[config.mk]
export PLATFORM = sky130hd
export DESIGN_NAME = decode_stage_flat
export DESIGN_NICKNAME = d
export VERILOG_FILES = /design/src/rtl/orga_pkg.sv /design/src/rtl/decode_stage_if.sv /design/src/rtl/decode_fields.sv /design/src/rtl/decode_stage.sv /design/src/flat_wrapper.sv
export SDC_FILE = /design/constraint.sdc
export NUM_CORES = 1
export LEC_CHECK = 0
export BUFFER_PORTS_ARGS = -buffer_cell sky130_fd_sc_hd__buf_2
export CAP_MARGIN = 25
export CORE_MARGIN = 2
export CORE_UTILIZATION = 50
export DETAILED_ROUTE_END_ITERATION = 8
export GPL_ROUTABILITY_DRIVEN = 0
export HOLD_SLACK_MARGIN = 0.05
export PLACE_DENSITY = 0.82
export SLEW_MARGIN = 25
export SYNTH_ARGS = -nofsm -noshare
export SYNTH_HDL_FRONTEND = slang
export SYNTH_HIERARCHICAL = 1
export SYNTH_SLANG_ARGS = --single-unit
[constraint.sdc]
create_clock -name clk -period 1.6 [get_ports clk]
set_input_delay 0.48 -clock clk [delete_from_list [all_inputs] [get_ports clk]]
set_output_delay 0.48 -clock clk [all_outputs]
set_load 0.02 [all_outputs]
[src/rtl/orga_pkg.sv]
// Shared types and default widths for the decode slice.
// Decoded records are sized to the widest supported configuration; modules use the low bits.
package orga_pkg;

  localparam int DEF_INST_SIZE     = 16;
  localparam int DEF_OPCODE_BITS   = 5;
  localparam int DEF_REGISTER_BITS = 3;
  localparam int DEF_IMM_BITS      = 8;
  localparam int DEF_DATA_BITS     = 8;
  localparam int DEF_IMM_SIGNED    = 0;

  localparam int MAX_OPCODE_BITS   = 8;
  localparam int MAX_REGISTER_BITS = 8;
  localparam int MAX_IMM_BITS      = 32;
  localparam int MAX_DATA_BITS     = 32;

  typedef struct packed {
    logic [MAX_OPCODE_BITS-1:0]   opcode;
    logic [MAX_REGISTER_BITS-1:0] rx;
    logic [MAX_REGISTER_BITS-1:0] ry;
    logic [MAX_IMM_BITS-1:0]      imm;
    logic [MAX_DATA_BITS-1:0]     imm_ext;
    logic                         illegal;
  } decoded_t;

  typedef enum logic [1:0] {
    EMPTY = 2'd0,
    ONE   = 2'd1,
    TWO   = 2'd2
  } occ_e;

  // Widen an imm_bits-wide value to data_bits, replicating the top bit when sign_ext is set.
  function automatic logic [MAX_DATA_BITS-1:0] extend_imm(
    input logic [MAX_IMM_BITS-1:0] raw,
    input int                      imm_bits,
    input int                      data_bits,
    input logic                    sign_ext
  );
    logic [MAX_DATA_BITS-1:0] res;
    logic                     fill;
    res  = '0;
    fill = 1'b0;
    for (int i = 0; i < MAX_IMM_BITS; i++) begin
      if (i == imm_bits - 1) fill = sign_ext & raw[i];
    end
    for (int i = 0; i < MAX_DATA_BITS; i++) begin
      if (i < imm_bits)       res[i] = raw[i];
      else if (i < data_bits) res[i] = fill;
    end
    return res;
  endfunction

endpackage

[src/rtl/decode_stage_if.sv]
// Handshake and decoded-field bundle between fetch, the decode stage and execute.
// The stage takes the slave view; the surrounding pipeline takes the master view.
interface decode_stage_if
  import orga_pkg::*;
#(
  parameter int INST_SIZE     = DEF_INST_SIZE,
  parameter int OPCODE_BITS   = DEF_OPCODE_BITS,
  parameter int REGISTER_BITS = DEF_REGISTER_BITS,
  parameter int IMM_BITS      = DEF_IMM_BITS,
  parameter int DATA_BITS     = DEF_DATA_BITS
);

  logic                     flush;
  logic                     in_valid;
  logic                     in_ready;
  logic [INST_SIZE-1:0]     inst;
  logic                     out_valid;
  logic                     out_ready;
  logic [OPCODE_BITS-1:0]   opcode;
  logic [REGISTER_BITS-1:0] rx;
  logic [REGISTER_BITS-1:0] ry;
  logic [IMM_BITS-1:0]      imm;
  logic [DATA_BITS-1:0]     imm_ext;
  logic                     illegal;
  logic [15:0]              decoded_count;

  modport slave (
    input  flush, in_valid, inst, out_ready,
    output in_ready, out_valid, opcode, rx, ry, imm, imm_ext, illegal, decoded_count
  );

  modport master (
    output flush, in_valid, inst, out_ready,
    input  in_ready, out_valid, opcode, rx, ry, imm, imm_ext, illegal, decoded_count
  );

endinterface

[src/rtl/decode_fields.sv]
// Combinational instruction splitter: slices fields, extends the immediate,
// and looks the opcode up in the legality mask.
module decode_fields
  import orga_pkg::*;
#(
  parameter int INST_SIZE     = DEF_INST_SIZE,
  parameter int OPCODE_BITS   = DEF_OPCODE_BITS,
  parameter int REGISTER_BITS = DEF_REGISTER_BITS,
  parameter int IMM_BITS      = DEF_IMM_BITS,
  parameter int DATA_BITS     = DEF_DATA_BITS,
  parameter int IMM_SIGNED    = DEF_IMM_SIGNED,
  parameter logic [2**OPCODE_BITS-1:0] LEGAL_MASK = '1
) (
  input  logic [INST_SIZE-1:0] inst,
  output decoded_t             dec
);

  localparam int RX_MSB = INST_SIZE - OPCODE_BITS - 1;
  localparam int RY_MSB = RX_MSB - REGISTER_BITS;

  logic [OPCODE_BITS-1:0]  op_raw;
  logic [MAX_IMM_BITS-1:0] imm_raw;

  // NOTE: every variable written here gets a default first, so no path through the block can infer a latch.
  always_comb begin
    dec     = '0;
    imm_raw = '0;
    op_raw  = inst[INST_SIZE-1 -: OPCODE_BITS];

    imm_raw[IMM_BITS-1:0]            = inst[IMM_BITS-1:0];
    dec.opcode[OPCODE_BITS-1:0]      = op_raw;
    dec.rx[REGISTER_BITS-1:0]        = inst[RX_MSB -: REGISTER_BITS];
    dec.ry[REGISTER_BITS-1:0]        = inst[RY_MSB -: REGISTER_BITS];
    dec.imm                          = imm_raw;
    dec.imm_ext                      = extend_imm(imm_raw, IMM_BITS, DATA_BITS, IMM_SIGNED != 0);
    dec.illegal                      = ~LEGAL_MASK[op_raw];
  end

endmodule

[src/rtl/decode_stage.sv]
// Registered decode stage: a two-entry head/skid buffer with valid/ready on both sides,
// flush on redirect, and a wrapping count of delivered instructions.
module decode_stage
  import orga_pkg::*;
#(
  parameter int INST_SIZE     = DEF_INST_SIZE,
  parameter int OPCODE_BITS   = DEF_OPCODE_BITS,
  parameter int REGISTER_BITS = DEF_REGISTER_BITS,
  parameter int IMM_BITS      = DEF_IMM_BITS,
  parameter int DATA_BITS     = DEF_DATA_BITS,
  parameter int IMM_SIGNED    = DEF_IMM_SIGNED,
  parameter logic [2**OPCODE_BITS-1:0] LEGAL_MASK = '1
) (
  input logic           clk,
  input logic           rst_n,
  decode_stage_if.slave bus
);

  if (OPCODE_BITS + 2 * REGISTER_BITS > INST_SIZE) begin : g_bad_fields
    $fatal(1, "decode_stage: opcode and register fields exceed INST_SIZE");
  end
  if (IMM_BITS > INST_SIZE - OPCODE_BITS) begin : g_bad_imm
    $fatal(1, "decode_stage: IMM_BITS overlaps the opcode field");
  end
  if (DATA_BITS < IMM_BITS) begin : g_bad_data
    $fatal(1, "decode_stage: DATA_BITS narrower than IMM_BITS");
  end
  if (OPCODE_BITS > MAX_OPCODE_BITS || REGISTER_BITS > MAX_REGISTER_BITS ||
      IMM_BITS > MAX_IMM_BITS || DATA_BITS > MAX_DATA_BITS) begin : g_bad_max
    $fatal(1, "decode_stage: field widths exceed orga_pkg maxima");
  end

  occ_e        state;
  decoded_t    head_q;
  decoded_t    skid_q;
  decoded_t    dec;
  logic [15:0] count_q;
  logic        accept;
  logic        pop;
  logic        unused_head;

  decode_fields #(
    .INST_SIZE     (INST_SIZE),
    .OPCODE_BITS   (OPCODE_BITS),
    .REGISTER_BITS (REGISTER_BITS),
    .IMM_BITS      (IMM_BITS),
    .DATA_BITS     (DATA_BITS),
    .IMM_SIGNED    (IMM_SIGNED),
    .LEGAL_MASK    (LEGAL_MASK)
  ) u_fields (
    .inst (bus.inst),
    .dec  (dec)
  );

  // Both handshake flags come from the state register alone, so out_ready never reaches in_ready.
  assign bus.in_ready  = (state != TWO);
  assign bus.out_valid = (state != EMPTY);
  assign accept        = bus.in_valid & bus.in_ready;
  assign pop           = bus.out_valid & bus.out_ready;

  // NOTE: state and both data registers use non-blocking assignments so every register samples pre-edge values.
  always_ff @(posedge clk or negedge rst_n) begin
    if (!rst_n) begin
      state   <= EMPTY;
      // NOTE: the two data registers are reset because their contents drive the outputs directly.
      head_q  <= '0;
      skid_q  <= '0;
      count_q <= '0;
    end else begin
      if (pop) count_q <= count_q + 16'd1;

      if (bus.flush) begin
        state <= EMPTY;
      end else begin
        unique case (state)
          EMPTY: begin
            if (accept) begin
              head_q <= dec;
              state  <= ONE;
            end
          end
          ONE: begin
            if (accept && !pop) begin
              skid_q <= dec;
              state  <= TWO;
            end else if (pop && !accept) begin
              state  <= EMPTY;
            end else if (pop && accept) begin
              head_q <= dec;
            end
          end
          TWO: begin
            if (pop) begin
              head_q <= skid_q;
              state  <= ONE;
            end
          end
          default: state <= EMPTY;
        endcase
      end
    end
  end

  assign bus.opcode        = head_q.opcode[OPCODE_BITS-1:0];
  assign bus.rx            = head_q.rx[REGISTER_BITS-1:0];
  assign bus.ry            = head_q.ry[REGISTER_BITS-1:0];
  assign bus.imm           = head_q.imm[IMM_BITS-1:0];
  assign bus.imm_ext       = head_q.imm_ext[DATA_BITS-1:0];
  assign bus.illegal       = head_q.illegal;
  assign bus.decoded_count = count_q;

  // Upper record bits beyond the configured widths are always zero and intentionally dropped.
  assign unused_head = ^head_q;

endmodule

[src/flat_wrapper.sv]
// flat-port wrapper written by rule: the top's interface ports become plain ports
module decode_stage_flat import orga_pkg::*;
#(
  parameter int INST_SIZE     = DEF_INST_SIZE,
  parameter int OPCODE_BITS   = DEF_OPCODE_BITS,
  parameter int REGISTER_BITS = DEF_REGISTER_BITS,
  parameter int IMM_BITS      = DEF_IMM_BITS,
  parameter int DATA_BITS     = DEF_DATA_BITS,
  parameter int IMM_SIGNED    = DEF_IMM_SIGNED,
  parameter logic [2**OPCODE_BITS-1:0] LEGAL_MASK = '1
)
  (clk, rst_n, bus_flush, bus_in_valid, bus_inst, bus_out_ready, bus_in_ready, bus_out_valid, bus_opcode, bus_rx, bus_ry, bus_imm, bus_imm_ext, bus_illegal, bus_decoded_count);
  decode_stage_if #(.INST_SIZE(INST_SIZE), .OPCODE_BITS(OPCODE_BITS), .REGISTER_BITS(REGISTER_BITS), .IMM_BITS(IMM_BITS), .DATA_BITS(DATA_BITS)) bus_i ();
  input logic clk;
  input logic rst_n;
  input wire logic [$bits(bus_i.flush)-1:0] bus_flush;
  input wire logic [$bits(bus_i.in_valid)-1:0] bus_in_valid;
  input wire logic [$bits(bus_i.inst)-1:0] bus_inst;
  input wire logic [$bits(bus_i.out_ready)-1:0] bus_out_ready;
  output wire logic [$bits(bus_i.in_ready)-1:0] bus_in_ready;
  output wire logic [$bits(bus_i.out_valid)-1:0] bus_out_valid;
  output wire logic [$bits(bus_i.opcode)-1:0] bus_opcode;
  output wire logic [$bits(bus_i.rx)-1:0] bus_rx;
  output wire logic [$bits(bus_i.ry)-1:0] bus_ry;
  output wire logic [$bits(bus_i.imm)-1:0] bus_imm;
  output wire logic [$bits(bus_i.imm_ext)-1:0] bus_imm_ext;
  output wire logic [$bits(bus_i.illegal)-1:0] bus_illegal;
  output wire logic [$bits(bus_i.decoded_count)-1:0] bus_decoded_count;
  assign bus_i.flush = bus_flush;
  assign bus_i.in_valid = bus_in_valid;
  assign bus_i.inst = bus_inst;
  assign bus_i.out_ready = bus_out_ready;
  assign bus_in_ready = bus_i.in_ready;
  assign bus_out_valid = bus_i.out_valid;
  assign bus_opcode = bus_i.opcode;
  assign bus_rx = bus_i.rx;
  assign bus_ry = bus_i.ry;
  assign bus_imm = bus_i.imm;
  assign bus_imm_ext = bus_i.imm_ext;
  assign bus_illegal = bus_i.illegal;
  assign bus_decoded_count = bus_i.decoded_count;
  decode_stage #(.INST_SIZE(INST_SIZE), .OPCODE_BITS(OPCODE_BITS), .REGISTER_BITS(REGISTER_BITS), .IMM_BITS(IMM_BITS), .DATA_BITS(DATA_BITS), .IMM_SIGNED(IMM_SIGNED), .LEGAL_MASK(LEGAL_MASK)) u_core (.clk(clk), .rst_n(rst_n), .bus(bus_i));
endmodule
* Word level (Yosys, flattened, before mapping) *
Memory sizes are Yosys's and may differ from the RTL's.
Index checks and enable logic that the tools add are counted.

word-level totals
  bits in registers = 66
  ROM bits = 32
  bits of input ports = 21
  logic and storage cells = 55
  memories kept = 1

operators by class
  $add $sub $neg = 1
  order comparisons = 1
  eq/ne operators = 11
  mux-type cells = 13
  bitwise operators = 4
  reduce and logical (&&, ||, !) cells = 11

memory list
  memory           depth  width  rd ports  clocked after Yosys merged registers in  wr ports  line                 source
  (no name shown)  32     1      1         0                                        0         decode_fields.sv:36  dec.illegal = ~LEGAL_MASK[op_raw];

operator list
  kind                     number
  $mux W86                 5
  $pmux W86 S3             1
  $add A16 B1 Y16 const B  1
  $mux W2                  5
  $reduce_and A7 Y1        1
  $lt A5 B6 Y1 const B     1
  $ne A2 B1 Y1 const B     3
  $ne A2 B2 Y1 const B     3
  $ne A3 B2 Y1 const B     2
  $pmux W2 S3              1
  $reduce_and A3 Y1        2
  $ne A4 B2 Y1 const B     1
  $logic_and A1 B1 Y1      3
  $reduce_bool A3 Y1       1
  $and A1 B1 Y1            2
  $eq A2 B1 Y1 const B     1
  $eq A2 B2 Y1 const B     1
  $logic_not A1 Y1         2
  $logic_not A2 Y1         1
  $not A1 Y1               2
  $reduce_bool A2 Y1       1
  $mux W1                  1

* Longest topological paths before layout *
Gate-level depths: netlist (run 1).

  depth after elaboration = 8
  gate-level depth with buffers = 5
  mapped depth without buffers = 5

* Cells and area by module *
The synthesis (run 1) kept the hierarchy.

by module, submodules not included
  module         times used  cells an instance  area an instance (µm²)  sequential area each (µm²)
  decode_stage   1           226                3244.4                  1851.8
  decode_fields  1           90                 671.9                   0.0

* Worst setup path after synthesis (run 1) *
No wires, ideal clock.

  path type = input -> register
  start = input port bus_in_valid
  end = register u_core.head_q (netlist bit u_core/bus.illegal)
  library setup time = 0.125 ns
  arrival = 1.591 ns
  data required time = 1.475 ns
  path slack = -0.116 ns
  stages on the path = 5
  cells stage by stage = nor2b_1 -> nand2_1 -> a21oi_4 -> buf_6 -> mux2_2

on the way
  cells in the longest elaborated chain, start to end = 5

ends and longest elaborated chain
  element                                 line                source
  from (decl)                             flat_wrapper.sv:17  input wire logic [$bits(bus_i.in_valid)-1:0] bus_in_valid;
  $and A1 B1 Y1 (*)                       decode_stage.sv:58  assign accept = bus.in_valid & bus.in_ready;
  $logic_not A1 Y1                        decode_stage.sv:86  end else if (pop && !accept) begin
  $logic_and A1 B1 Y1                     decode_stage.sv:86
  $ne A2 B2 Y1 (no source line)           --
  $reduce_and A7 Y1 (no source line) (*)  --
  to (signal assigned)                    decode_stage.sv:94  head_q <= skid_q;
  to (decl)                               decode_stage.sv:34  decoded_t head_q;

Every way passes the cells marked *; elsewhere a longest branch is shown, timed or not.
A chain may end at the register's enable or synchronous reset.

* Final worst setup path (run 1) *
  start = register u_core.state[0]
  end = register u_core.head_q (netlist bit u_core/bus.illegal)

on the way
  cells in the longest elaborated chain, start to end = 6

ends and longest elaborated chain
  element                                             line                                    source
  from (decl)                                         decode_stage.sv:33                      occ_e state;
  from (signal assigned)                              decode_stage.sv:64                      state <= EMPTY;
  from (signal assigned)                              decode_stage.sv:73                      state <= EMPTY;
  from (signal assigned)                              decode_stage.sv:79                      state <= ONE;
  $ne A2 B2 Y1 or $reduce_bool A2 Y1 (tied branches)  decode_stage.sv:56, decode_stage.sv:57
  $and A1 B1 Y1 (on tied branches)                    decode_stage.sv:58, decode_stage.sv:59
  $logic_not A1 Y1 (on tied branches)                 decode_stage.sv:86, decode_stage.sv:83
  $logic_and A1 B1 Y1 (on tied branches)              decode_stage.sv:86, decode_stage.sv:83
  $ne A2 B2 Y1 (no source line)                       --
  $reduce_and A7 Y1 (no source line)                  --

Several ways; a longest one is shown, not always the timed one.

==> results.txt, run 1 <==
CP required -> 1.81 ns
Placed cell count -> 380
Routed len/inst -> 15.8 um
CP Buf/Inv Count -> 4
Hold Vio Cnt, Final -> 0
Final period util -> 1.10
Critical path cell sequence -> buf_6 -> buf_6 -> nand3b_1 -> a21oi_4 -> buf_12 -> buf_12 -> mux2_4
CTS root buf -> clkbuf_8
Hold_ws -> 0.149 ns
Placed Area -> 0.00382 sq mm
H-tree depth -> 3
WL final -> 6450 um
CTS sink cnt -> 74
Core area -> 0.00676 sq mm
Drt pass-1 iters -> 4
Fin cells -> 407
Reg clk slew, reported paths -> 0.08 ns
Vias in the first global route -> 2100
Reg2reg end -> u_core/bus.illegal
Final slew viol count -> 0
Sum Neg Setup Slack -> -5.94 ns
Global-route wire length before repair -> 10600 um
Top Family by Delay on Critical Path -> buffers and inverters
Number of setup violations in the final report -> 58
Worst-Skew Late Latency -> 0.33 ns
RSZ-0062 raised after global routing -> true
ANT cells -> 0
Cts bufs inserted -> 9
Startpoint Class -> flip-flop
Row count -> 30
WL met3 -> 265 um
Max-cap violations -> 0
Kind of critical path -> reg -> reg
Largest net degree at the start of global routing -> 75
Status -> finished, violations left
PortBufs -> 66
VDD IR max -> 0.000663 V
DR DRC count -> 0
Setup Slack @ Placement -> -0.147 ns
WP depth -> 7
Met1 wire length -> 2870 um
Nets -> 344
Synth Area per Inst -> 13.6 sq um
Effective utilization at floorplan -> 0.512
Fmax -> 0.567 GHz
Worst setup EP type -> flip-flop
Crit-path max FO -> 8
Area grow syn2layout -> 24.0%
Syn nets -> 277
Cells after Synth -> 255
Finished Cell Area -> 0.00429 sq mm
Initial antenna violation count -> 0
CTS Buffer Depth -> 2
Top Metal Used -> met4
Failing checks -> negative setup slack
Leakage power -> 2.05 nW
Fin Clk Skew -> 0.00812 ns
Io pins -> 67
R2R cell count -> 7
Avg Vias per Cell -> 5.23
Tot Pwr -> 5.52 mW
R2R Setup Slk -> -0.16 ns
Critical path's slowest cell -> dfrtp_2
Grt ovf -> 0
CTS tree -> yes
HPWL after DPL -> 4000 um
First DRT Iteration DRCs -> 71
Die area -> 0.00760 sq mm
Vias -> 2129
DR WL met2 -> 3250 um
Share of post-route cells with drive strength above 1 -> 0.550
Fin util -> 0.635
Max incr delay on CP -> 0.43 ns
Power Density -> 1290 mW/mm^2
Die Y -> 87.2 um
DRT antenna net count -> 0
Final Critical Period -> 1.76 ns
Post-Syn Area -> 0.00346 sq mm
YS warnings -> 6
Final WS setup -> -0.162 ns
Horiz. Die Dim -> 87.2 um
Critical Path AT -> 1.98 ns
R2R Path Start -> u_core/state[0]
Hold crit path type -> in -> async
GRT Overall Usage -> 0.182
[state kept, by name (all words and copies together), names as in the netlist]
signal                    count
u_core/state                  2
u_core/bus.rx                 3
u_core/bus.imm                8
u_core/bus.decoded_count     16
u_core/bus.opcode             5
u_core/bus.ry                 3
u_core/bus.imm_ext            8
u_core/skid_q                28
u_core/bus.illegal            1
[power by group]
group / leakage (nW) / internal, mW / switching [mW]
clock network: 0.127 / 1.08 / 0.686
logic: 1.01 / 0.612 / 0.618
registers: 0.915 / 2.28 / 0.239
total: 2.05 / 3.97 / 1.54
[metal layers]
layer	GRT usage	up-vias
met5	0	-
met4	0.0462	0
met3	0.0483	6
met2	0.290	49
met1	0.250	1075
li1	-	999
[area by class of cell]
cell class	count	area (sq um)
clock inverter	6	113
multi-input combinational	144	1430
clock buffer	10	138
timing repair buffer	92	653
fill	514	2470
inverter	1	3.75
sequential	74	1850
tap	80	100
[timing repair]
item | 4_1_cts | 5_1_grt
resized for setup | 30 | 4
cloned | 1 | 0
setup buffers | 9 | 2
pin swaps | 2 | 0
endpoints found under the hold margin | 0 | 0
hold buffers | 0 | 0
endpoints found under the setup margin | 13 | 60
[layout by cell type, fill, tap and decap left out, types with 2 or more instances in the layout]
master     instances
buf_2             63
nand4_1            4
clkbuf_8          10
mux2_1            22
xor2_1             6
mux2_4            15
nand2_1            9
nor3_1             3
buf_12             5
and3_1             3
a21oi_1            2
buf_6             10
buf_4             13
nor2b_4            2
nor2_1             3
bufinv_16          3
xnor2_1            9
mux2_2            47
dfrtp_1           73
nand3_1            5
[worst max path at each step]
stage                       endpoint       startpoint  slack [ns]
6_report          u_core/bus.illegal  u_core/state[0]       -0.16
5_1_grt           u_core/bus.illegal  u_core/state[0]       -0.19
4_1_cts        u_core/bus.imm_ext[1]  u_core/state[0]       -0.14
3_5_place_dp       u_core/skid_q[81]    bus_out_ready       -0.15
3_3_place_gp       u_core/skid_q[67]    bus_out_ready       -0.12
2_1_floorplan       u_core/skid_q[0]    bus_out_ready      -0.006
Note: power is estimated with default switching activity, not from simulation.
==> run 2: changes to the inputs <==
--- a/config.mk
+++ b/config.mk
@@ -7,12 +7,12 @@
 export LEC_CHECK = 0
 export BUFFER_PORTS_ARGS = -buffer_cell sky130_fd_sc_hd__buf_2
 export CAP_MARGIN = 25
-export CORE_MARGIN = 2
+export CORE_MARGIN = 8
 export CORE_UTILIZATION = 50
 export DETAILED_ROUTE_END_ITERATION = 8
 export GPL_ROUTABILITY_DRIVEN = 0
 export HOLD_SLACK_MARGIN = 0.05
-export PLACE_DENSITY = 0.82
+export PLACE_DENSITY = 0.79
 export SLEW_MARGIN = 25
 export SYNTH_ARGS = -nofsm -noshare
 export SYNTH_HDL_FRONTEND = slang
==> constraint.sdc (replaced) <==
create_clock -name clk -period 2.25 [get_ports clk]
set_input_delay 0.675 -clock clk [delete_from_list [all_inputs] [get_ports clk]]
set_output_delay 0.675 -clock clk [all_outputs]
set_load 0.02 [all_outputs]
==> results.txt, run 2 (synthesized netlist as in run 1, its figures left out) <==
Final Critical Period -> 2.01 ns
Fmax -> 0.497 GHz
Io pins -> 67
Share of post-route cells with drive strength above 1 -> 0.485
Worst setup EP type -> output port
Grt ovf -> 0
R2R Setup Slk -> 0.32 ns
CTS Buffer Depth -> 2
Drt pass-1 iters -> 4
ANT cells -> 0
CTS tree -> yes
CTS hold repair buffers -> 0
GRT Overall Usage -> 0.141
H-tree depth -> 3
Row count -> 30
Hold_ws -> 0.282 ns
Setup Slack @ Placement -> 0.204 ns
Reg clk slew, reported paths -> 0.08 ns
Vias -> 2025
Final period util -> 0.894
Startpoint Class -> flip-flop
Status -> finished, final reports clean
Critical path's slowest cell -> dfrtp_1
Fin util -> 0.583
Initial antenna violation count -> 0
Max-cap violations -> 0
RSZ-0062 raised after global routing -> false
Finished Cell Area -> 0.00394 sq mm
Power Density -> 935 mW/mm^2
CP required -> 1.57 ns
Hold crit path type -> in -> async
Effective utilization at floorplan -> 0.512
Core area -> 0.00676 sq mm
DR DRC count -> 0
Horiz. Die Dim -> 99.2 um
CTS root buf -> clkbuf_8
Hold Vio Cnt, Final -> 0
Leakage power -> 1.84 nW
DRT antenna net count -> 0
Critical path cell sequence -> or2_2 -> buf_2
Placed Area -> 0.00372 sq mm
Routed len/inst -> 16.7 um
Die area -> 0.00983 sq mm
Vias in the first global route -> 2283
Fin Clk Skew -> 0.00926 ns
R2R cell count -> 5
Max incr delay on CP -> 0.48 ns
Tot Pwr -> 3.69 mW
First DRT Iteration DRCs -> 50
WL final -> 6420 um
Worst-Skew Late Latency -> 0.34 ns
CP Buf/Inv Count -> 1
Largest net degree at the start of global routing -> 41
Crit-path max FO -> 8
HPWL after DPL -> 4530 um
Area grow syn2layout -> 13.9%
Final slew viol count -> 0
Fin cells -> 385
Sum Neg Setup Slack -> 0 ns
Cts bufs inserted -> 9
Nets -> 323
Avg Vias per Cell -> 5.26
Critical Path AT -> 1.34 ns
Top Family by Delay on Critical Path -> flip-flops
Reg2reg end -> u_core/bus.imm[0]
CTS sink cnt -> 74
Global-route wire length before repair -> 10900 um
Register name with the most flops -> u_core/skid_q
Number of setup violations in the final report -> 0
Placed cell count -> 369
Die Y -> 99.2 um
Final WS setup -> 0.240 ns
VDD IR max -> 0.000567 V
Most frequent cells in the layout -> dfrtp_1 (74), buf_2 (65), mux2_2 (58), mux2_1 (26), clkbuf_8 (10)
# fillers -> 549
Kind of critical path -> reg -> out
R2R Path Start -> u_core/state[1]
Max reg flops -> 28
PortBufs -> 66
WP depth -> 2
Commonest non-fill, non-tap cell in the layout -> dfrtp_1
run 2: changes by cell type in the layout (fill, tap and decap cells not counted), sizes merged:
cell and change:
inv -1, bufinv -1, clkinv +1, buf -21
run 2: worst max-delay path by stage:
stage | start | to | slack, ns
after global routing | u_core/state[0] | bus_out_valid | 0.16
final | u_core/state[1] | bus_out_valid | 0.24
after CTS | u_core/state[1] | bus_out_valid | 0.23
after detailed placement | bus_in_valid | u_core/bus.ry[0] | 0.20
after floorplan | bus_in_valid | u_core/bus.illegal | 0.34
after global placement | bus_out_ready | u_core/skid_q[67] | 0.26
run 2: where the power goes:
group,leakage [nW],total [mW],internal [mW],switching [mW]
clock network,0.112,1.12,0.647,0.474
registers,0.917,1.79,1.62,0.170
logic,0.812,0.777,0.357,0.421
run 2: repair_timing:
item / 4_1_cts / 5_1_grt
endpoints found under the hold margin: 0 / 0
gates resized for setup: 0 / 0
buffers inserted: 1 / 0
endpoints found under the setup margin: 1 / 0
run 2: final cells by class:
cell class / instances / area, sq um / area share
repair buffers: 71 / 420 / 0.107
clock buffers: 10 / 138 / 0.0349
multi-input cells: 144 / 1350 / 0.342
clock inverters: 5 / 78.8 / 0.0200
flip-flops and latches: 74 / 1850 / 0.470
well taps: 80 / 100 / 0.0254
inverters: 1 / 3.75 / 0.000953
run 2: metal layers:
layer / GRT usage / wire (um) / vias up
met5: 0 / 0 / -
met4: 0.0559 / 69 / 0
met3: 0.0580 / 460 / 7
met2: 0.238 / 3270 / 47
met1: 0.153 / 2620 / 1012
li1: - / - / 959
run 2: worst reg2reg max path: stages (launching register included):
cell and delay, ns:
dfrtp_1 0.50, nor2b_4 0.22, buf_4 0.24, buf_12 0.19, mux2_2 0.35, mux2_1 0.30
